### config.mk
export PLATFORM = sky130hd
export DESIGN_NAME = store_queue
export DESIGN_NICKNAME = d
export VERILOG_FILES = /design/src/rtl/store_queue.sv
export SDC_FILE = /design/constraint.sdc
export NUM_CORES = 1
export LEC_CHECK = 0
export ABC_CLOCK_PERIOD_IN_PS = 2700
export CORE_MARGIN = 4
export CORE_UTILIZATION = 53
export DETAILED_ROUTE_END_ITERATION = 8
export HOLD_SLACK_MARGIN = 0.06
export PLACE_DENSITY = 0.94
export SYNTH_ARGS = -nofsm -noshare
export SYNTH_HDL_FRONTEND = slang
export SYNTH_SLANG_ARGS = --single-unit
### constraint.sdc
create_clock -name clk -period 2.7 [get_ports clk]
set_input_delay 0.27 -clock clk [delete_from_list [all_inputs] [get_ports clk]]
set_output_delay 0.27 -clock clk [all_outputs]
set_load 0.02 [all_outputs]
### src/rtl/store_queue.sv
`default_nettype none
// +----------------------------------------------------------------------+
// | store_queue                                                          |
// | Lane-aligning store FIFO between MEM stage and data BRAM port B.     |
// | Rev 1.0 - initial release                                            |
// +----------------------------------------------------------------------+
module store_queue #(
  parameter int          DEPTH    = 4,
  parameter int          NUM_CNT  = 5,
  parameter logic [31:0] CNT_BASE = 32'h4F00
) (
  input  logic                  clk,
  input  logic                  rst_n,
  input  logic                  st_valid,
  output logic                  st_ready,
  input  logic [31:0]           st_addr,
  input  logic [31:0]           st_data,
  input  logic [2:0]            st_funct3,
  output logic                  st_err,
  input  logic [32*NUM_CNT-1:0] cnt_vec,
  input  logic                  mem_gnt,
  output logic                  mem_req,
  output logic [31:0]           addrb,
  output logic [3:0]            web,
  output logic [31:0]           dib,
  input  logic [31:0]           ld_addr,
  output logic                  ld_hazard,
  output logic                  empty
);

  localparam int                 c_PTR_W = $clog2(DEPTH);
  localparam int                 c_CNT_W = c_PTR_W + 1;
  localparam logic [c_CNT_W-1:0] c_FULL  = c_CNT_W'(DEPTH);

  logic [29:0]        r_waddr [DEPTH];
  logic [3:0]         r_be    [DEPTH];
  logic [31:0]        r_data  [DEPTH];
  logic [DEPTH-1:0]   r_valid;
  logic [c_PTR_W-1:0] r_wptr;
  logic [c_PTR_W-1:0] r_rptr;
  logic [c_CNT_W-1:0] r_count;

  logic [1:0]         w_off;
  logic [NUM_CNT-1:0] w_cnt_hit;
  logic [31:0]        w_src;
  logic               w_legal;
  logic [3:0]         w_be;
  logic [31:0]        w_wdata;
  logic [DEPTH-1:0]   w_hit;
  logic               w_push;
  logic               w_pop;

  assign w_off = st_addr[1:0];

  for (genvar k = 0; k < NUM_CNT; k++) begin : g_cnt
    assign w_cnt_hit[k] = (st_addr == CNT_BASE + 32'(4 * k));
  end

  // Counter window address swaps the rs2 value for that counter's snapshot.
  always_comb begin
    w_src = st_data;
    for (int k = 0; k < NUM_CNT; k++) begin
      if (w_cnt_hit[k]) w_src = cnt_vec[32*k +: 32];
    end
  end

  always_comb begin
    w_legal = 1'b0;
    w_be    = 4'b0000;
    w_wdata = 32'h0;
    case (st_funct3)
      3'b000: begin
        w_legal = 1'b1;
        w_be    = 4'b0001 << w_off;
        w_wdata = {24'h0, w_src[7:0]} << {w_off, 3'b000};
      end
      3'b001: begin
        w_legal = !w_off[0];
        w_be    = 4'b0011 << w_off;
        w_wdata = {16'h0, w_src[15:0]} << {w_off, 3'b000};
      end
      3'b010: begin
        w_legal = (w_off == 2'b00);
        w_be    = 4'b1111;
        w_wdata = w_src;
      end
      default: w_legal = 1'b0;
    endcase
  end

  assign empty    = (r_count == '0);
  assign st_ready = (r_count < c_FULL);
  assign st_err   = st_valid && !w_legal;
  assign mem_req  = !empty;
  assign w_push   = st_valid && st_ready && w_legal;
  assign w_pop    = mem_gnt && !empty;

  assign addrb = empty ? 32'h0 : {r_waddr[r_rptr], 2'b00};
  assign dib   = empty ? 32'h0 : r_data[r_rptr];
  assign web   = w_pop ? r_be[r_rptr] : 4'b0000;

  for (genvar i = 0; i < DEPTH; i++) begin : g_hit
    assign w_hit[i] = r_valid[i] && (r_waddr[i] == ld_addr[31:2]);
  end
  assign ld_hazard = |w_hit;

  always_ff @(posedge clk or negedge rst_n) begin
    if (!rst_n) begin
      r_wptr  <= '0;
      r_rptr  <= '0;
      r_count <= '0;
      r_valid <= '0;
      for (int i = 0; i < DEPTH; i++) begin
        r_waddr[i] <= '0;
        r_be[i]    <= '0;
        r_data[i]  <= '0;
      end
    end else begin
      if (w_pop) begin
        r_valid[r_rptr] <= 1'b0;
        r_rptr          <= r_rptr + 1'b1;
      end
      if (w_push) begin
        r_valid[r_wptr] <= 1'b1;
        r_waddr[r_wptr] <= st_addr[31:2];
        r_be[r_wptr]    <= w_be;
        r_data[r_wptr]  <= w_wdata;
        r_wptr          <= r_wptr + 1'b1;
      end
      if (w_push && !w_pop)      r_count <= r_count + 1'b1;
      else if (!w_push && w_pop) r_count <= r_count - 1'b1;
    end
  end

endmodule
`default_nettype wire

=== After elaboration in Yosys (flattened, before gate mapping) ===
Cells that the tools add are included.

* Bits in registers: 275

* Add/subtract/negate cells: 4
* Order comparisons: 8
* Eq/ne operators: 11
* Shift operators: 4
* Multiplexer cells: 37
* Bitwise gates (word level): 5
* Reduce and logical (&&, ||, !) cells: 23

{| class="wikitable"
|+ Operators with widths
! kind !! number
|-
| two-way mux 32 bit || 10
|-
| equality test 32 x 15 -> 1 bit, second input constant || 5
|-
| bitwise mux 128 bit || 1
|-
| bitwise mux 120 bit || 1
|-
| equality test 30 bit || 4
|-
| case mux 32 bit (3 select lines) || 1
|-
| two-way mux 30 bit || 3
|-
| binary-select mux 32 bit (select 2 bit) || 1
|-
| demux 32 bit (select 2 bit) || 1
|-
| binary-select mux 30 bit (select 2 bit) || 1
|-
| demux 30 bit (select 2 bit) || 1
|-
| left shift 16 x 5 -> 32 bit || 1
|-
| left shift 8 x 5 -> 32 bit || 1
|-
| two-way mux 4 bit || 6
|-
| bitwise mux 16 bit || 1
|-
| logical AND 1 bit || 13
|-
| case mux 4 bit (3 select lines) || 1
|-
| binary-select mux 4 bit (select 2 bit) || 1
|-
| demux 4 bit (select 2 bit) || 1
|-
| >= comparator 3 bit, second input constant || 2
|-
| logical NOT 3 bit || 2
|-
| less-than comparator 2 x 3 -> 1 bit, second input constant || 2
|-
| two-way mux 3 bit || 2
|-
| NOT 2 -> 3 bit || 2
|-
| other kinds (20) || 28
|}

=== Logic depth before layout (Yosys ltp) ===
Gate-level depths: netlist of the first run.

* Word-level depth: 9
* Gate-level depth with buffers: 11

=== Worst setup path before layout of the first run ===
Ideal clock, no wire load.

* Path type: register to output
* From: register r_rptr[0]
* To: output dib[16]
* Arrival time: 2.063 ns
* Data required time: 2.430 ns
* Path slack: 0.367 ns
* Stages on the path, launching flop included: 6
* Cell sequence: dfrtp_1 > clkbuf_1 > clkbuf_1 > buf_2 > mux4_2 > and2_1

* Longest elaborated chain between the ends: 5

{| class="wikitable"
|+ Ends and longest elaborated chain
! what !! line !! source
|-
| start, declared || 40 || <nowiki>logic [c_PTR_W-1:0] r_rptr;</nowiki>
|-
| start signal, assigned || 121 || <nowiki>r_rptr <= r_rptr + 1'b1;</nowiki>
|-
| NOT 2 -> 3 bit (not written as such) || 99 || <nowiki>assign dib = empty ? 32'h0 : r_data[r_rptr];</nowiki>
|-
| binary-select mux 32 bit (select 2 bit) || 99 ||
|-
| two-way mux 32 bit (not written as such) (2 in a row) || 99 ||
|-
| two-way mux 32 bit || 99 ||
|-
| end, declared || 25 || <nowiki>output logic [31:0] dib,</nowiki>
|}

No other way between the ends. The select of a mux whose other input is x is not followed.

=== Worst setup path in the final report of the first run ===
* From: register r_rptr[0]
* To: output addrb[15]

* Longest elaborated chain between the ends: 5

{| class="wikitable"
|+ Ends and longest elaborated chain
! what !! line !! source
|-
| NOT 2 -> 3 bit (not written as such) || 98 || <nowiki>assign addrb = empty ? 32'h0 : {r_waddr[r_rptr], 2'b00};</nowiki>
|-
| binary-select mux 30 bit (select 2 bit) || 98 ||
|-
| two-way mux 30 bit (not written as such) (2 in a row) || 98 ||
|-
| two-way mux 32 bit || 98 ||
|-
| end, declared || 23 || <nowiki>output logic [31:0] addrb,</nowiki>
|}

No other way between the ends. The select of a mux whose other input is x is not followed.

==> qor.yml, run 1 <==
syn2layout_area_growth_pct: 37.7
overflow: 0
synth_top_area_share: 0.405
worstHoldStart: "st_addr[3]"
yosys_warnings: 0
ys_ff_latch: 275
hold_depth: 4
required_ns: 2.43
max_freq_ghz: 0.371
netlist-cell-type-count: 60
cts_max_path_buffers: 3
viasPerCell: 6.44
htree_levels: 1
pin_count: 336
reg2reg_from: "r_count[2]"
synth_flop_cell: "dfrtp_1"
critPathMaxFanout: 11
detail-route-antenna-nets: 0
skew_ns: 0.0111
synth.largest_area_cell: "dfrtp_1"
drcViolationCount: 0
critical_path_class: "flip-flop to output port"
path_cells: "bufbuf_16, mux4_2, and2_1, dlygate4sd2_1"
reg2reg_depth: 9
synth_commonest_cells: "443 x nand2_1, 275 x dfrtp_1, 89 x clkbuf_1"
antenna_found_initial: 2
synth_async_sr_flop_share: 1.00
finalHoldViolations: 0
gr-usage-all-layers: 0.374
path_clk_slew_ns: 0.06
avgSynthCellArea_um2: 9.19
port_buffers: 331
cts_tree: "yes"
vias: 17500
drt_iter0_markers: 2158
r2r_slack_ns: 0.21
grt_max_degree: 73
maxSlewViolCount: 0
fin_nets: 2577
synth_area_um2: 17000
cellLeakagePower_nw: 10.6
worst_setup_path_start_kind: "flip-flop"
r2r-end: "r_count[2]"
root_buffer: "clkbuf_16"
ys_seq_area_frac: 0.405
fin_tns_setup_ns: 0
holdWs_ns: 0.209
setup_viol: 0
slowest_delay_ns: 0.49
num_rows: 65
crit_path_end_kind: "output port"
synth_edf_count: 0
layout-drive-gt1-share: 0.206
die_w_um: 187
cap_violations: 0
ir_drop_mv: 0.630
start_util: 0.538
slew_headroom: 0.267
cts_sinks: 275
core_area_um2: 31600
holdPathEnd: "r_waddr[1]"
yosysMostFrequentCell: "nand2_1"
wl_per_cell_um: 25.1
hold_path.class: "primary input to flip-flop"
die-area_um2: 35000
worst_pin_slew_ns: 1.10
die-height_um: 187
layout.cells.non_filler: 2725
power.density_cell_area_nw_per_um2: 858
numCtsBuffers: 29
worstPathArrival_ns: 2.42
grt_pass1_wl_um: 103000
syn_inst: 1849
place_inst: 2660
fillers: 2082
first_pass_iters: 7
synth_area_leaders: "dfrtp_1 41%, nand2_1 9.8%, mux4_2 8.8%"
status: "finished, final reports clean"
place_congestion: 1.06
dp_hpwl_um: 50200
min_period_over_period: 0.998
period_minus_slack_ns: 2.69
crit_slowest_cell: "dfrtp_4"
worstSkewPairLatency_ns: 0.56
wirelength_um: 68400
grt_pass1_vias: 17600
fin_util: 0.741
rsz0062_at_grt: "true"
-- state kept, by name (all words and copies together) (netlist names) --
name / count
r_valid: 4
r_data: 128
r_be: 16
r_waddr: 120
r_wptr: 2
r_count: 3
r_rptr: 2
-- routing by layer --
| metal | wire [um] | GRT usage | vias to the layer above |
|---|---|---|---|
| met3 | 7680 | 0.0885 | 357 |
| met1 | 23300 | 0.448 | 8356 |
| met5 | 13 | 0 | - |
| met2 | 31700 | 0.614 | 1439 |
| li1 | - | - | 7383 |
| met4 | 5730 | 0.234 | 2 |
-- through the flow --
step	setup slack (ns)	total power, W	area [um^2]
3_3_place_gp	-0.384	0.0154	22200
5_1_grt	-0.0379	0.0209	23400
4_1_cts	-0.106	0.0197	23200
3_5_place_dp	-0.436	0.0157	22200
2_1_floorplan	0.367	0.0118	17000
6_report	0.00518	0.0201	23400
-- where the power goes --
part / internal (W) / switching (W) / leakage (nW)
logic: 0.00448 / 0.00462 / 6.47
registers: 0.00565 / 0.00133 / 3.64
clock network: 0.00234 / 0.00167 / 0.469
-- what timing repair did --
item,CTS,global route
cloned,2,2
buffers inserted,2,8
resized for setup,123,23
pin swaps,1,1
hold endpoints to repair,57,0
setup endpoints to repair,68,50
hold buffers,1,0
-- worst max-delay path by stage --
stage	start	to	slack, ns
floorplan	r_rptr[0]	dib[16]	0.37
global placement	st_addr[0]	r_data[85]	-0.38
detailed placement	st_addr[6]	r_data[18]	-0.44
CTS	r_rptr[0]	addrb[25]	-0.11
global route	st_addr[6]	r_data[48]	-0.04
finish	r_rptr[0]	addrb[15]	0.005
-- critical path, delay by kind of cell, from the launching register on --
family / cells / cell delay, ns
multiplexers: 1 / 0.49
flip-flops: 1 / 0.49
AND/OR/NAND/NOR: 1 / 0.22
buffers and inverters: 2 / 0.67
-- area by class of cell --
cell class | instances | area, um^2 | area share
multi-input cells | 1417 | 9470 | 0.405
flip-flops and latches | 275 | 6890 | 0.294
repair buffers | 571 | 5550 | 0.237
clock buffers | 40 | 837 | 0.0358
well taps | 402 | 503 | 0.0215
clock inverters | 9 | 103 | 0.00439
inverters | 10 | 37.5 | 0.00160
diodes | 1 | 2.50 | 0.000107
-- placed cells by master, fill, tap and decap left out, drive strengths merged, types with 4 or more instances in the layout --
| cell | count |
|---|---|
| a211o | 8 |
| a21oi | 66 |
| a221o | 7 |
| a22oi | 7 |
| a31oi | 8 |
| a32oi | 7 |
| and2 | 74 |
| and3 | 13 |
| and4 | 5 |
| buf | 245 |
| clkbuf | 42 |
| clkdlybuf4s15 | 29 |
| clkdlybuf4s50 | 259 |
| clkinv | 5 |
| dfrtp | 275 |
| dlygate4sd2 | 23 |
| dlymetal6s2s | 11 |
| ha | 9 |
| inv | 12 |
| mux2 | 65 |
| mux2i | 7 |
| mux4 | 66 |
| nand2 | 443 |
| nand2b | 9 |
| nand3 | 40 |
| nand4 | 44 |
| nor2 | 90 |
| nor2b | 30 |
| nor3 | 59 |
| nor3b | 18 |
| nor4 | 36 |
| o2111ai | 7 |
| o211ai | 32 |
| o21ai | 73 |
| o22ai | 8 |
| o2bb2ai | 16 |
| o31ai | 16 |
| or3 | 4 |
| xnor2 | 80 |
| xor2 | 45 |
-- kinds of logic (layout without fill, tap and decap cells) --
family | after synthesis | after routing | share of synthesized area
other cells | 1 | 3 | 0.000221
fa+ha+maj | 10 | 10 | 0.00781
compound gates | 268 | 268 | 0.102
flops | 275 | 275 | 0.405
buf+inv | 158 | 630 | 0.0410
simple gates | 874 | 874 | 0.245
xor+xnor | 125 | 125 | 0.0645
mux | 138 | 138 | 0.135
Note: power is estimated with default switching activity, not from simulation.
==> run 2, diff against run 1 <==
--- a/config.mk
+++ b/config.mk
@@ -11,6 +11,7 @@
 export DETAILED_ROUTE_END_ITERATION = 8
 export HOLD_SLACK_MARGIN = 0.06
 export PLACE_DENSITY = 0.94
+export RECOVER_POWER = 100
 export SYNTH_ARGS = -nofsm -noshare
 export SYNTH_HDL_FRONTEND = slang
 export SYNTH_SLANG_ARGS = --single-unit
==> qor.yml, run 2 (same netlist as run 1, synthesis figures left out) <==
min_period_over_period: 1.00  # was 0.998
core_area_um2: 31600  # unchanged
fin_nets: 2577  # unchanged
endpoint: "r_data[48]"  # was addrb[15]
grt_pass1_vias: 17600  # unchanged
worst_setup_path_start_kind: "primary input"  # was flip-flop
antenna_found_initial: 2  # unchanged
cts_tree: "yes"  # unchanged
gr-usage-all-layers: 0.374  # unchanged
layout.cells.non_filler: 2725  # unchanged
reg2reg_from: "r_count[2]"  # unchanged
r2r-end: "r_count[2]"  # unchanged
viasPerCell: 6.40  # was 6.44
cts_max_path_buffers: 3  # unchanged
r2r_slack_ns: 0.22  # was 0.21 ns
setup_viol: 1  # was 0
crit_path_end_kind: "flip-flop"  # was output port
critPathMaxFanout: 17  # was 11
wirelength_um: 68600  # was 68400 um
top_register: "r_data"  # unchanged
grt_pass1_wl_um: 103000  # unchanged
htree_levels: 1  # unchanged
worstSkewPairLatency_ns: 0.55  # was 0.56 ns
max_freq_ghz: 0.370  # was 0.371 GHz
layout_setup_ws_ns: -0.00621  # was 0.00518 ns
place_inst: 2660  # unchanged
period_minus_slack_ns: 2.71  # was 2.69 ns
hold_path.class: "primary input to flip-flop"  # unchanged
start_util: 0.538  # unchanged
die_w_um: 187  # unchanged
path_buf_inv: 4  # was 2
skew_ns: 0.00866  # was 0.0111 ns
overflow: 0  # unchanged
final_common_cell: "nand2_1"  # unchanged
violations: "max-capacitance violations, max-slew violations, negative setup slack"
numCtsBuffers: 29  # unchanged
cp_top_family: "buffers and inverters"  # unchanged
cap_violations: 1  # was 0
cts_sinks: 275  # unchanged
path_cells: "clkdlybuf4s50_1, nor3b_1, nand4_2, buf_12, buf_4, o31ai_1, buf_4, nand3_1, a32oi_1, o211ai_1"  # was bufbuf_16, mux4_2, and2_1, dlygate4sd2_1
cellLeakagePower_nw: 10.5  # was 10.6 nW
dp_hpwl_um: 50200  # unchanged
power.density_cell_area_nw_per_um2: 861  # was 858 nW/um^2
reg2reg_depth: 9  # unchanged
cp_common_cell: "buf_4"
worstPathArrival_ns: 3.12  # was 2.42 ns
slew_headroom: -0.171  # was 0.267
fillers: 2111  # was 2082
fin_util: 0.737  # was 0.741
layout-drive-gt1-share: 0.202  # was 0.206
critical_path_class: "primary input to flip-flop"  # was flip-flop to output port
cp_num_cells: 10  # was 4
largest_register_ffs: 128  # unchanged
slowest_delay_ns: 0.57  # was 0.49 ns
grt_max_degree: 73  # unchanged
num_rows: 65  # unchanged
startpoint: "st_addr[6]"  # was r_rptr[0]
required_ns: 3.11  # was 2.43 ns
die-height_um: 187  # unchanged
drcViolationCount: 0  # unchanged
ir_drop_mv: 0.631  # was 0.630 mV
syn2layout_area_growth_pct: 37.0  # was 37.7%
root_buffer: "clkbuf_16"  # unchanged
path_clk_slew_ns: 0.06  # about the same
drt_iter0_markers: 2205  # was 2158
wl_per_cell_um: 25.2  # was 25.1 um
place_congestion: 1.06  # unchanged
maxSlewViolCount: 61  # was 0
status: "finished with violations"  # was finished, final reports clean
largestRegisters: "r_data: 128 flops, r_waddr: 120 flops, r_be: 16 flops"  # unchanged
vias: 17400  # was 17500
layout_common_cells: "442 x nand2_1, 273 x dfrtp_1, 256 x clkdlybuf4s50_1, 193 x buf_4, 88 x nor2_1"  # was 439 x nand2_1, 273 x dfrtp_1, 259 x clkdlybuf4s50_1, 204 x buf_4, 88 x nor2_1
pin_count: 336  # unchanged
die-area_um2: 35000  # unchanged
worst_pin_slew_ns: 1.76  # was 1.10 ns
finalHoldViolations: 0  # unchanged
port_buffers: 331  # unchanged
rsz0062_at_grt: "true"  # unchanged
detail-route-antenna-nets: 0  # unchanged
first_pass_iters: 6  # was 7
crit_slowest_cell: "clkdlybuf4s50_1"  # was dfrtp_4
run 2: cell types whose count changed in the layout (fill, tap and decap cells not counted), sizes merged:
cell,change
dlygate4sd3,+3
clkbuf,+14
dlymetal6s2s,-2
buf,-12
clkdlybuf4s50,-3
run 2: metal layers:
layer	vias to the layer above	global-route usage	part of all wire
li1	7388	-	-
met1	8302	0.448	0.34
met2	1399	0.614	0.46
met3	349	0.0885	0.11
met4	4	0.234	0.083
met5	-	0	0.0011
run 2: final cells by class:
class                      count  area, um^2  share of cell area
multi-input combinational   1417        9460               0.407
sequential                   275        6890               0.296
timing repair buffer         571        5440               0.234
clock buffer                  40         837              0.0360
tap                          402         503              0.0216
clock inverter                 9         103             0.00441
inverter                      10        37.5             0.00161
antenna                        1        2.50            0.000108
run 2: stage by stage:
step                power [W]  area, um^2  setup TNS, ns  setup WS [ns]  hold slack, ns
floorplan              0.0118       17000              0          0.367         -0.0256
finish                 0.0200       23300       -0.00621       -0.00621           0.206
detailed placement     0.0157       22200         -43.50         -0.436           0.240
global placement       0.0154       22200         -34.21         -0.384           0.230
CTS                    0.0197       23200         -0.914         -0.106           0.186
global route           0.0209       23300         -0.255        -0.0379           0.228
run 2: worst min path at each step:
stage / from / endpoint / slack (ns) / cells after the start
2_1_floorplan: rst_n / r_be[0] / -0.03 / 0
3_3_place_gp: rst_n / r_waddr[97] / 0.23 / 1
3_5_place_dp: rst_n / r_waddr[97] / 0.24 / 1
4_1_cts: st_addr[3] / r_waddr[1] / 0.19 / 4
5_1_grt: st_addr[3] / r_waddr[1] / 0.23 / 4
6_report: st_addr[3] / r_waddr[1] / 0.21 / 4
run 2: where the power goes:
part / switching (W) / internal (W)
logic: 0.00461 / 0.00443
clock network: 0.00168 / 0.00234
registers: 0.00133 / 0.00564
run 2: repair_timing:
item / 4_1_cts / 5_1_grt
hold endpoints to repair: 57 / 0
gates cloned: 2 / 2
setup buffers: 2 / 8
hold buffers: 1 / 0
setup endpoints to repair: 68 / 50
resized for setup: 123 / 23
pin swaps: 1 / 1
run 2: worst min-delay path, stage by stage:
cell,delay (ns)
buf_2,0.14
buf_4,0.19
nand2_1,0.06
nand2_1,0.04
